<file path="config.mk">
export PLATFORM = sky130hd
export DESIGN_NAME = huffman_stream_decoder_flat
export DESIGN_NICKNAME = d
export VERILOG_FILES = /design/src/rtl/huffman_stream_decoder_if.sv /design/src/rtl/huffman_stream_decoder.sv /design/src/flat_wrapper.sv
export SDC_FILE = /design/constraint.sdc
export NUM_CORES = 2
export LEC_CHECK = 0
export CORE_MARGIN = 3
export CORE_UTILIZATION = 40
export CTS_CLUSTER_SIZE = 20
export DETAILED_ROUTE_END_ITERATION = 8
export SLEW_MARGIN = 40
export SYNTH_ARGS = -nofsm -noshare
export SYNTH_HDL_FRONTEND = slang
export SYNTH_SLANG_ARGS = --single-unit
</file>
<file path="constraint.sdc">
create_clock -name clk_i -period 102.5 [get_ports clk_i]
set_clock_uncertainty 0.15 [all_clocks]
set_input_delay 10.25 -clock clk_i [delete_from_list [all_inputs] [get_ports clk_i]]
set_output_delay 10.25 -clock clk_i [all_outputs]
set_load 0.1 [all_outputs]
</file>
<file path="src/rtl/huffman_stream_decoder_if.sv">
// Handshake and table-load bundle for the Huffman stream decoder.
// The master side feeds words and table entries; the slave side is the decoder.
interface huffman_stream_decoder_if #(
    parameter int BIT_WIDTH  = 8,
    parameter int TEXT_WIDTH = 32,
    parameter int MAX_TEXT   = 1024,
    parameter int MAX_LEN    = 16,
    parameter int NUM_CODES  = 32
);
    localparam int AW = $clog2(NUM_CODES);
    localparam int LW = $clog2(MAX_LEN + 1);
    localparam int CW = $clog2(MAX_TEXT + 1);

    logic                  tbl_we_i;
    logic [AW-1:0]         tbl_addr_i;
    logic [BIT_WIDTH-1:0]  tbl_sym_i;
    logic [MAX_LEN-1:0]    tbl_code_i;
    logic [LW-1:0]         tbl_len_i;
    logic                  start_i;
    logic [CW-1:0]         total_bit_i;
    logic                  word_valid_i;
    logic [TEXT_WIDTH-1:0] word_i;
    logic                  word_ready_o;
    logic                  sym_valid_o;
    logic [BIT_WIDTH-1:0]  sym_o;
    logic                  sym_ready_i;
    logic                  done_o;
    logic                  error_o;

    modport master (
        output tbl_we_i, tbl_addr_i, tbl_sym_i, tbl_code_i, tbl_len_i,
        output start_i, total_bit_i, word_valid_i, word_i, sym_ready_i,
        input  word_ready_o, sym_valid_o, sym_o, done_o, error_o
    );

    modport slave (
        input  tbl_we_i, tbl_addr_i, tbl_sym_i, tbl_code_i, tbl_len_i,
        input  start_i, total_bit_i, word_valid_i, word_i, sym_ready_i,
        output word_ready_o, sym_valid_o, sym_o, done_o, error_o
    );
endinterface

</file>
<file path="src/rtl/huffman_stream_decoder.sv">
// Bit-serial Huffman decoder: unpacks MSB-first words and matches a growing
// code accumulator against a loadable table, one bit per cycle.
module huffman_stream_decoder #(
    parameter int BIT_WIDTH  = 8,
    parameter int TEXT_WIDTH = 32,
    parameter int MAX_TEXT   = 1024,
    parameter int MAX_LEN    = 16,
    parameter int NUM_CODES  = 32
) (
    input logic clk_i,
    input logic rst_i,
    huffman_stream_decoder_if.slave bus
);
    localparam int LW = $clog2(MAX_LEN + 1);
    localparam int CW = $clog2(MAX_TEXT + 1);
    localparam int IW = $clog2(TEXT_WIDTH + 1);

    typedef enum logic [2:0] {IDLE, LOAD, SHIFT, EMIT, DONE, ERR} state_t;

    state_t state;

    logic [BIT_WIDTH-1:0]  t_sym  [NUM_CODES];
    logic [MAX_LEN-1:0]    t_code [NUM_CODES];
    logic [LW-1:0]         t_len  [NUM_CODES];

    logic [CW-1:0]         total;
    logic [CW-1:0]         consumed;
    logic [MAX_LEN-1:0]    acc;
    logic [LW-1:0]         acc_len;
    logic [TEXT_WIDTH-1:0] shift_reg;
    logic [IW-1:0]         bit_idx;

    logic                  idle_like;
    logic [MAX_LEN-1:0]    acc_next;
    logic [MAX_LEN-1:0]    len_mask;
    logic [LW-1:0]         len_next;
    logic [CW-1:0]         consumed_next;
    logic [CW-1:0]         total_sat;
    logic                  hit;
    logic [BIT_WIDTH-1:0]  hit_sym;

    assign idle_like     = (state == IDLE) || (state == DONE) || (state == ERR);
    assign acc_next      = {acc[MAX_LEN-2:0], shift_reg[TEXT_WIDTH-1]};
    assign len_next      = acc_len + LW'(1);
    assign consumed_next = consumed + CW'(1);
    assign len_mask      = {MAX_LEN{1'b1}} >> (LW'(MAX_LEN) - len_next);
    assign total_sat     = (bus.total_bit_i > CW'(MAX_TEXT)) ? CW'(MAX_TEXT)
                                                             : bus.total_bit_i;

    // Table storage; only writable while no message is in flight.
    always_ff @(posedge clk_i or posedge rst_i) begin
        if (rst_i) begin
            for (int i = 0; i < NUM_CODES; i++) begin
                t_sym[i]  <= '0;
                t_code[i] <= '0;
                t_len[i]  <= '0;
            end
        end else if (bus.tbl_we_i && idle_like) begin
            t_sym[bus.tbl_addr_i]  <= bus.tbl_sym_i;
            t_code[bus.tbl_addr_i] <= bus.tbl_code_i;
            t_len[bus.tbl_addr_i]  <= bus.tbl_len_i;
        end
    end

    // Search the table for the next accumulator value; lowest index wins.
    always_comb begin
        hit     = 1'b0;
        hit_sym = '0;
        for (int i = NUM_CODES - 1; i >= 0; i--) begin
            if (t_len[i] == len_next && (t_code[i] & len_mask) == acc_next) begin
                hit     = 1'b1;
                hit_sym = t_sym[i];
            end
        end
    end

    // Decoder FSM with registered handshake and status outputs.
    always_ff @(posedge clk_i or posedge rst_i) begin
        if (rst_i) begin
            state            <= IDLE;
            total            <= '0;
            consumed         <= '0;
            acc              <= '0;
            acc_len          <= '0;
            shift_reg        <= '0;
            bit_idx          <= '0;
            bus.word_ready_o <= 1'b0;
            bus.sym_valid_o  <= 1'b0;
            bus.sym_o        <= '0;
            bus.done_o       <= 1'b0;
            bus.error_o      <= 1'b0;
        end else begin
            unique case (state)
                IDLE, DONE, ERR: begin
                    if (bus.start_i) begin
                        total       <= total_sat;
                        consumed    <= '0;
                        acc         <= '0;
                        acc_len     <= '0;
                        bus.error_o <= 1'b0;
                        if (total_sat == '0) begin
                            state      <= DONE;
                            bus.done_o <= 1'b1;
                        end else begin
                            state            <= LOAD;
                            bus.done_o       <= 1'b0;
                            bus.word_ready_o <= 1'b1;
                        end
                    end
                end
                LOAD: begin
                    if (bus.word_valid_i) begin
                        shift_reg        <= bus.word_i;
                        bit_idx          <= '0;
                        bus.word_ready_o <= 1'b0;
                        state            <= SHIFT;
                    end
                end
                SHIFT: begin
                    shift_reg <= shift_reg << 1;
                    bit_idx   <= bit_idx + IW'(1);
                    consumed  <= consumed_next;
                    if (hit) begin
                        bus.sym_o       <= hit_sym;
                        bus.sym_valid_o <= 1'b1;
                        acc             <= '0;
                        acc_len         <= '0;
                        state           <= EMIT;
                    end else begin
                        acc     <= acc_next;
                        acc_len <= len_next;
                        if (len_next == LW'(MAX_LEN) || consumed_next == total) begin
                            bus.error_o <= 1'b1;
                            state       <= ERR;
                        end else if (bit_idx == IW'(TEXT_WIDTH - 1)) begin
                            bus.word_ready_o <= 1'b1;
                            state            <= LOAD;
                        end
                    end
                end
                EMIT: begin
                    if (bus.sym_ready_i) begin
                        bus.sym_valid_o <= 1'b0;
                        if (consumed == total) begin
                            bus.done_o <= 1'b1;
                            state      <= DONE;
                        end else if (bit_idx == IW'(TEXT_WIDTH)) begin
                            bus.word_ready_o <= 1'b1;
                            state            <= LOAD;
                        end else begin
                            state <= SHIFT;
                        end
                    end
                end
                default: state <= IDLE;
            endcase
        end
    end
endmodule
</file>
<file path="src/flat_wrapper.sv">
// flat-port wrapper written by rule: the top's interface ports become plain ports
module huffman_stream_decoder_flat 
#(
    parameter int BIT_WIDTH  = 8,
    parameter int TEXT_WIDTH = 32,
    parameter int MAX_TEXT   = 1024,
    parameter int MAX_LEN    = 16,
    parameter int NUM_CODES  = 32
)
  (clk_i, rst_i, bus_tbl_we_i, bus_tbl_addr_i, bus_tbl_sym_i, bus_tbl_code_i, bus_tbl_len_i, bus_start_i, bus_total_bit_i, bus_word_valid_i, bus_word_i, bus_sym_ready_i, bus_word_ready_o, bus_sym_valid_o, bus_sym_o, bus_done_o, bus_error_o);
  huffman_stream_decoder_if #(.BIT_WIDTH(BIT_WIDTH), .TEXT_WIDTH(TEXT_WIDTH), .MAX_TEXT(MAX_TEXT), .MAX_LEN(MAX_LEN), .NUM_CODES(NUM_CODES)) bus_i ();
  input logic clk_i;
  input logic rst_i;
  input wire logic [$bits(bus_i.tbl_we_i)-1:0] bus_tbl_we_i;
  input wire logic [$bits(bus_i.tbl_addr_i)-1:0] bus_tbl_addr_i;
  input wire logic [$bits(bus_i.tbl_sym_i)-1:0] bus_tbl_sym_i;
  input wire logic [$bits(bus_i.tbl_code_i)-1:0] bus_tbl_code_i;
  input wire logic [$bits(bus_i.tbl_len_i)-1:0] bus_tbl_len_i;
  input wire logic [$bits(bus_i.start_i)-1:0] bus_start_i;
  input wire logic [$bits(bus_i.total_bit_i)-1:0] bus_total_bit_i;
  input wire logic [$bits(bus_i.word_valid_i)-1:0] bus_word_valid_i;
  input wire logic [$bits(bus_i.word_i)-1:0] bus_word_i;
  input wire logic [$bits(bus_i.sym_ready_i)-1:0] bus_sym_ready_i;
  output wire logic [$bits(bus_i.word_ready_o)-1:0] bus_word_ready_o;
  output wire logic [$bits(bus_i.sym_valid_o)-1:0] bus_sym_valid_o;
  output wire logic [$bits(bus_i.sym_o)-1:0] bus_sym_o;
  output wire logic [$bits(bus_i.done_o)-1:0] bus_done_o;
  output wire logic [$bits(bus_i.error_o)-1:0] bus_error_o;
  assign bus_i.tbl_we_i = bus_tbl_we_i;
  assign bus_i.tbl_addr_i = bus_tbl_addr_i;
  assign bus_i.tbl_sym_i = bus_tbl_sym_i;
  assign bus_i.tbl_code_i = bus_tbl_code_i;
  assign bus_i.tbl_len_i = bus_tbl_len_i;
  assign bus_i.start_i = bus_start_i;
  assign bus_i.total_bit_i = bus_total_bit_i;
  assign bus_i.word_valid_i = bus_word_valid_i;
  assign bus_i.word_i = bus_word_i;
  assign bus_i.sym_ready_i = bus_sym_ready_i;
  assign bus_word_ready_o = bus_i.word_ready_o;
  assign bus_sym_valid_o = bus_i.sym_valid_o;
  assign bus_sym_o = bus_i.sym_o;
  assign bus_done_o = bus_i.done_o;
  assign bus_error_o = bus_i.error_o;
  huffman_stream_decoder #(.BIT_WIDTH(BIT_WIDTH), .TEXT_WIDTH(TEXT_WIDTH), .MAX_TEXT(MAX_TEXT), .MAX_LEN(MAX_LEN), .NUM_CODES(NUM_CODES)) u_core (.clk_i(clk_i), .rst_i(rst_i), .bus(bus_i));
endmodule
</file>
==> results.txt <==
----------------------------------------------------
[Clock tree]
  Number of cells upsized or downsized after cts ... 0
  Num CTS Buffers ... 114
  Maximum root-to-sink buffer count ... 3
  CTS Root Buffer Type ... clkbuf_16
  Count of clock tree sinks ... 1,023
  Latest clock arrival within the worst-skew pair ... 800 ps
  Post-CTS setup repair buffer count ... 0
  Clock slew seen by the registers of the worst setup and hold paths ... 60 ps
  Maximum level of the CTS H-tree ... 3
  Number of hold-repair buffers added at the cts stage ... 0
  Clock tree from TritonCTS ... yes

[Die]
  Die outline area ... 142,000 sq um
  Initial core utilization ... 40.46%
  Num rows ... 135
  Number of top-level pins ... 95
  Area of the core ... 136,000 sq um
  Die H ... 376.8 um
  Horizontal die dimension ... 376.8 um

[Routing]
  Final routed wirelength across all metal layers ... 237.0 mm
  Number of detailed-route iterations in the first pass ... 7
  Via Count ... 46,573
  Drt drc ... 0
  Drt initial violations ... 7,338
  Routed Antenna Nets ... 0
  Wire per inst ... 34.27 um
  Number of vias per cell after detailed routing ... 6.735

[Cells and area]
  Area overhead of the layout relative to synthesis ... 13.79%
  Final design area excluding fillers ... 62,590 sq um
  Top flop regs ... u_core.t_code x512, u_core.t_sym x256, u_core.t_len x160
  Post-route insts no fill ... 6,915
  Largest register FFs ... 512
  Most frequent standard cell in the layout excluding fill and tap cells ... dfrtp_1
  Register name with the most flops ... u_core.t_code
  Layout Nets ... 5,121
  Core occupancy in the finished layout ... 46.03%
  Most frequent cells in the layout ... dfrtp_1 (1,019), mux2_2 (908), nand2_1 (301)
  Proportion of layout cells with a drive suffix above 1 ... 29.10%

[Worst setup path]
  Category of the worst setup path launch point ... input pin
  CP Cell Sequence ... clkdlybuf4s50_1 -> clkinv_8 -> buf_6 -> buf_4 -> buf_6 -> buf_6 -> buf_6
  Critical path data arrival time ... 14,540 ps
  Capturing element type of the critical path ... asynchronous set/reset pin
  Cell family with the largest share of critical-path delay ... buffers and inverters
  Most used cell along the critical path ... buf_6
  Critical Setup Path Class ... in2async
  Maximum single-stage delay on the critical path ... 610 ps
  Worst endpoint required time ... 103,160 ps
  Critical Path Fanout Max ... 114
  Slowest cell on the critical path ... buf_6
  WP buf/inv ... 7

[STA]
  Final clock period utilization by the worst path ... 13.55%
  Achievable Freq ... 0.07200 GHz
  Final Hold Viols ... 0
  Final Critical Period ... 13,890 ps
  Post-route setup TNS ... 0 ps
  Worst Max-Slew Pin Slew ... 1054 ps
  Setup repair after global routing missed its margin ... no
  Final count of pins violating max slew ... 0
  Number of setup violations in the final report ... 0
  Worst slew margin ... 28.99%

[Placement]
  Placed standard-cell area ... 58,670 sq um
  Final GP Congestion ... 1.006
  Inst Count DP ... 6,693
  Port Buffers ... 94
  HPWL reported at the end of detailed placement ... 149.3 mm

[Hold path]
  Path type of the worst min-delay path ... reg2reg

[Synth]
  Distinct cell type count after synthesis ... 108
  Syn nets ... 5,145
  Average cell area after synthesis ... 10.89 sq um
  Synthesis warning total ... 0
  Share of flip-flops with an asynchronous set or reset ... 100.0%
  Instance count of the mapped netlist ... 5,053
  Post-synthesis sequential element count ... 1,023
  Post-Syn Area ... 55,010 sq um
  Register area share after synthesis ... 46.54%
  Primary FF master, synth ... dfrtp_1
  Number of flops mapped to enable cells by yosys ... 0

[Global routing]
  Number of antenna violations at the first check in global routing ... 21
  Global router's overall resource usage ... 32.71%
  Busiest metal layer after global routing ... met2
  Overflow left after global routing ... 0
  Global Route met1 Usage ... 42.52%
  Global-route wire length before repair ... 335.7 mm
  Via count of the first global-routing pass ... 44,922
  Largest net degree at the start of global routing ... 115
  Met3 usage ... 11.32%
  Routing usage on met2 ... 46.38%

[Power and ir drop]
  Power density cells ... 26.76 nW/um^2
  Total power of the final layout ... 0.001675 W
  Leakage power figure ... 28.36 nW
  Largest vdd supply drop ... 0.01486 mV

[Outcome]
  Run status ... completed

[Job]
  Max Cap Violations ... 0

----------------------------------------------------
==> cells in the mapped netlist (62+ instances only) <==
library cell  number  area (sq um)
nor2b_1           62         387.9
nand2b_1          84         525.5
xor2_1            87         762.0
nor2_1           208         780.8
clkbuf_1         292          1096
nor3_1            63         315.3
a21oi_1          168         840.8
xnor2_1          259          2268
nand3_1          110         550.5
nand2_1          314          1179
inv_1             69         259.0
o21ai_0          125         625.6
mux2_2           908         10220
dfrtp_1         1023         25600
buf_2             81         405.4
o22ai_1          102         638.1
nand4_1          147         919.6
==> power by group <==
part	switching [W]	leakage, nW	total [W]	internal, W
Combinational	0.000439	12.7	0.000669	0.000229
Sequential	0.0000770	13.7	0.000581	0.000504
Clock	0.000184	1.91	0.000425	0.000241
==> kinds of logic after synthesis <==
kind of cell | count (synthesis) | synth area share, %
and+or+nand+nor | 1246 | 12.05
DFF | 1023 | 46.54
AOI/OAI and AO/OA | 965 | 12.62
muxes | 924 | 18.88
buffers and inverters | 536 | 4.046
xor gates and xnor gates | 350 | 5.661
adders and majority gates | 9 | 0.2047
==> final cells by class <==
class                   count  area, sq um
fillers                 12629        73380
multi-input cells        3494        27820
flip-flops and latches   1023        25610
clock buffers             166         3368
repair buffers            316         2758
well taps                1781         2228
clock inverters            44        467.9
inverters                  80        312.8
diodes                     11        27.53
==> path summary, 6_finish.rpt <==
check	startpoint	to	slack, ps	cells after the start
max	rst_i	u_core.t_code[271]$_DFFE_PP0P_	88610	7
min	u_core.bus.word_ready_o$_DFFE_PP0P_	u_core.bus.word_ready_o$_DFFE_PP0P_	340	1
max reg2reg	u_core.acc_len[0]$_DFFE_PP0P_	u_core.bus.sym_o[0]$_DFFE_PP0P_	91750	24
min reg2reg	u_core.bus.word_ready_o$_DFFE_PP0P_	u_core.bus.word_ready_o$_DFFE_PP0P_	340	1
max in group clk_i	bus_tbl_addr_i[2]	u_core.t_code[387]$_DFFE_PP0P_	89830	5
min in group asynchronous	rst_i	u_core.total[10]$_DFFE_PP0P_	9790	2
==> metrics by stage <==
stage	worst slack (ps)	hold slack, ps
finish	88610	339.8
global placement	86560	324.1
detailed placement	87330	330.2
floorplan	63310	300.2
CTS	88090	345.9
global route	88150	355.2
==> per-layer routing <==
| metal | vias up | part of all wire [%] |
|---|---|---|
| li1 | 18604 | - |
| met1 | 23723 | 39 |
| met2 | 3253 | 41 |
| met3 | 987 | 12 |
| met4 | 6 | 8.0 |
| met5 | - | 0.047 |
Note: power is estimated with default switching activity, not from simulation.
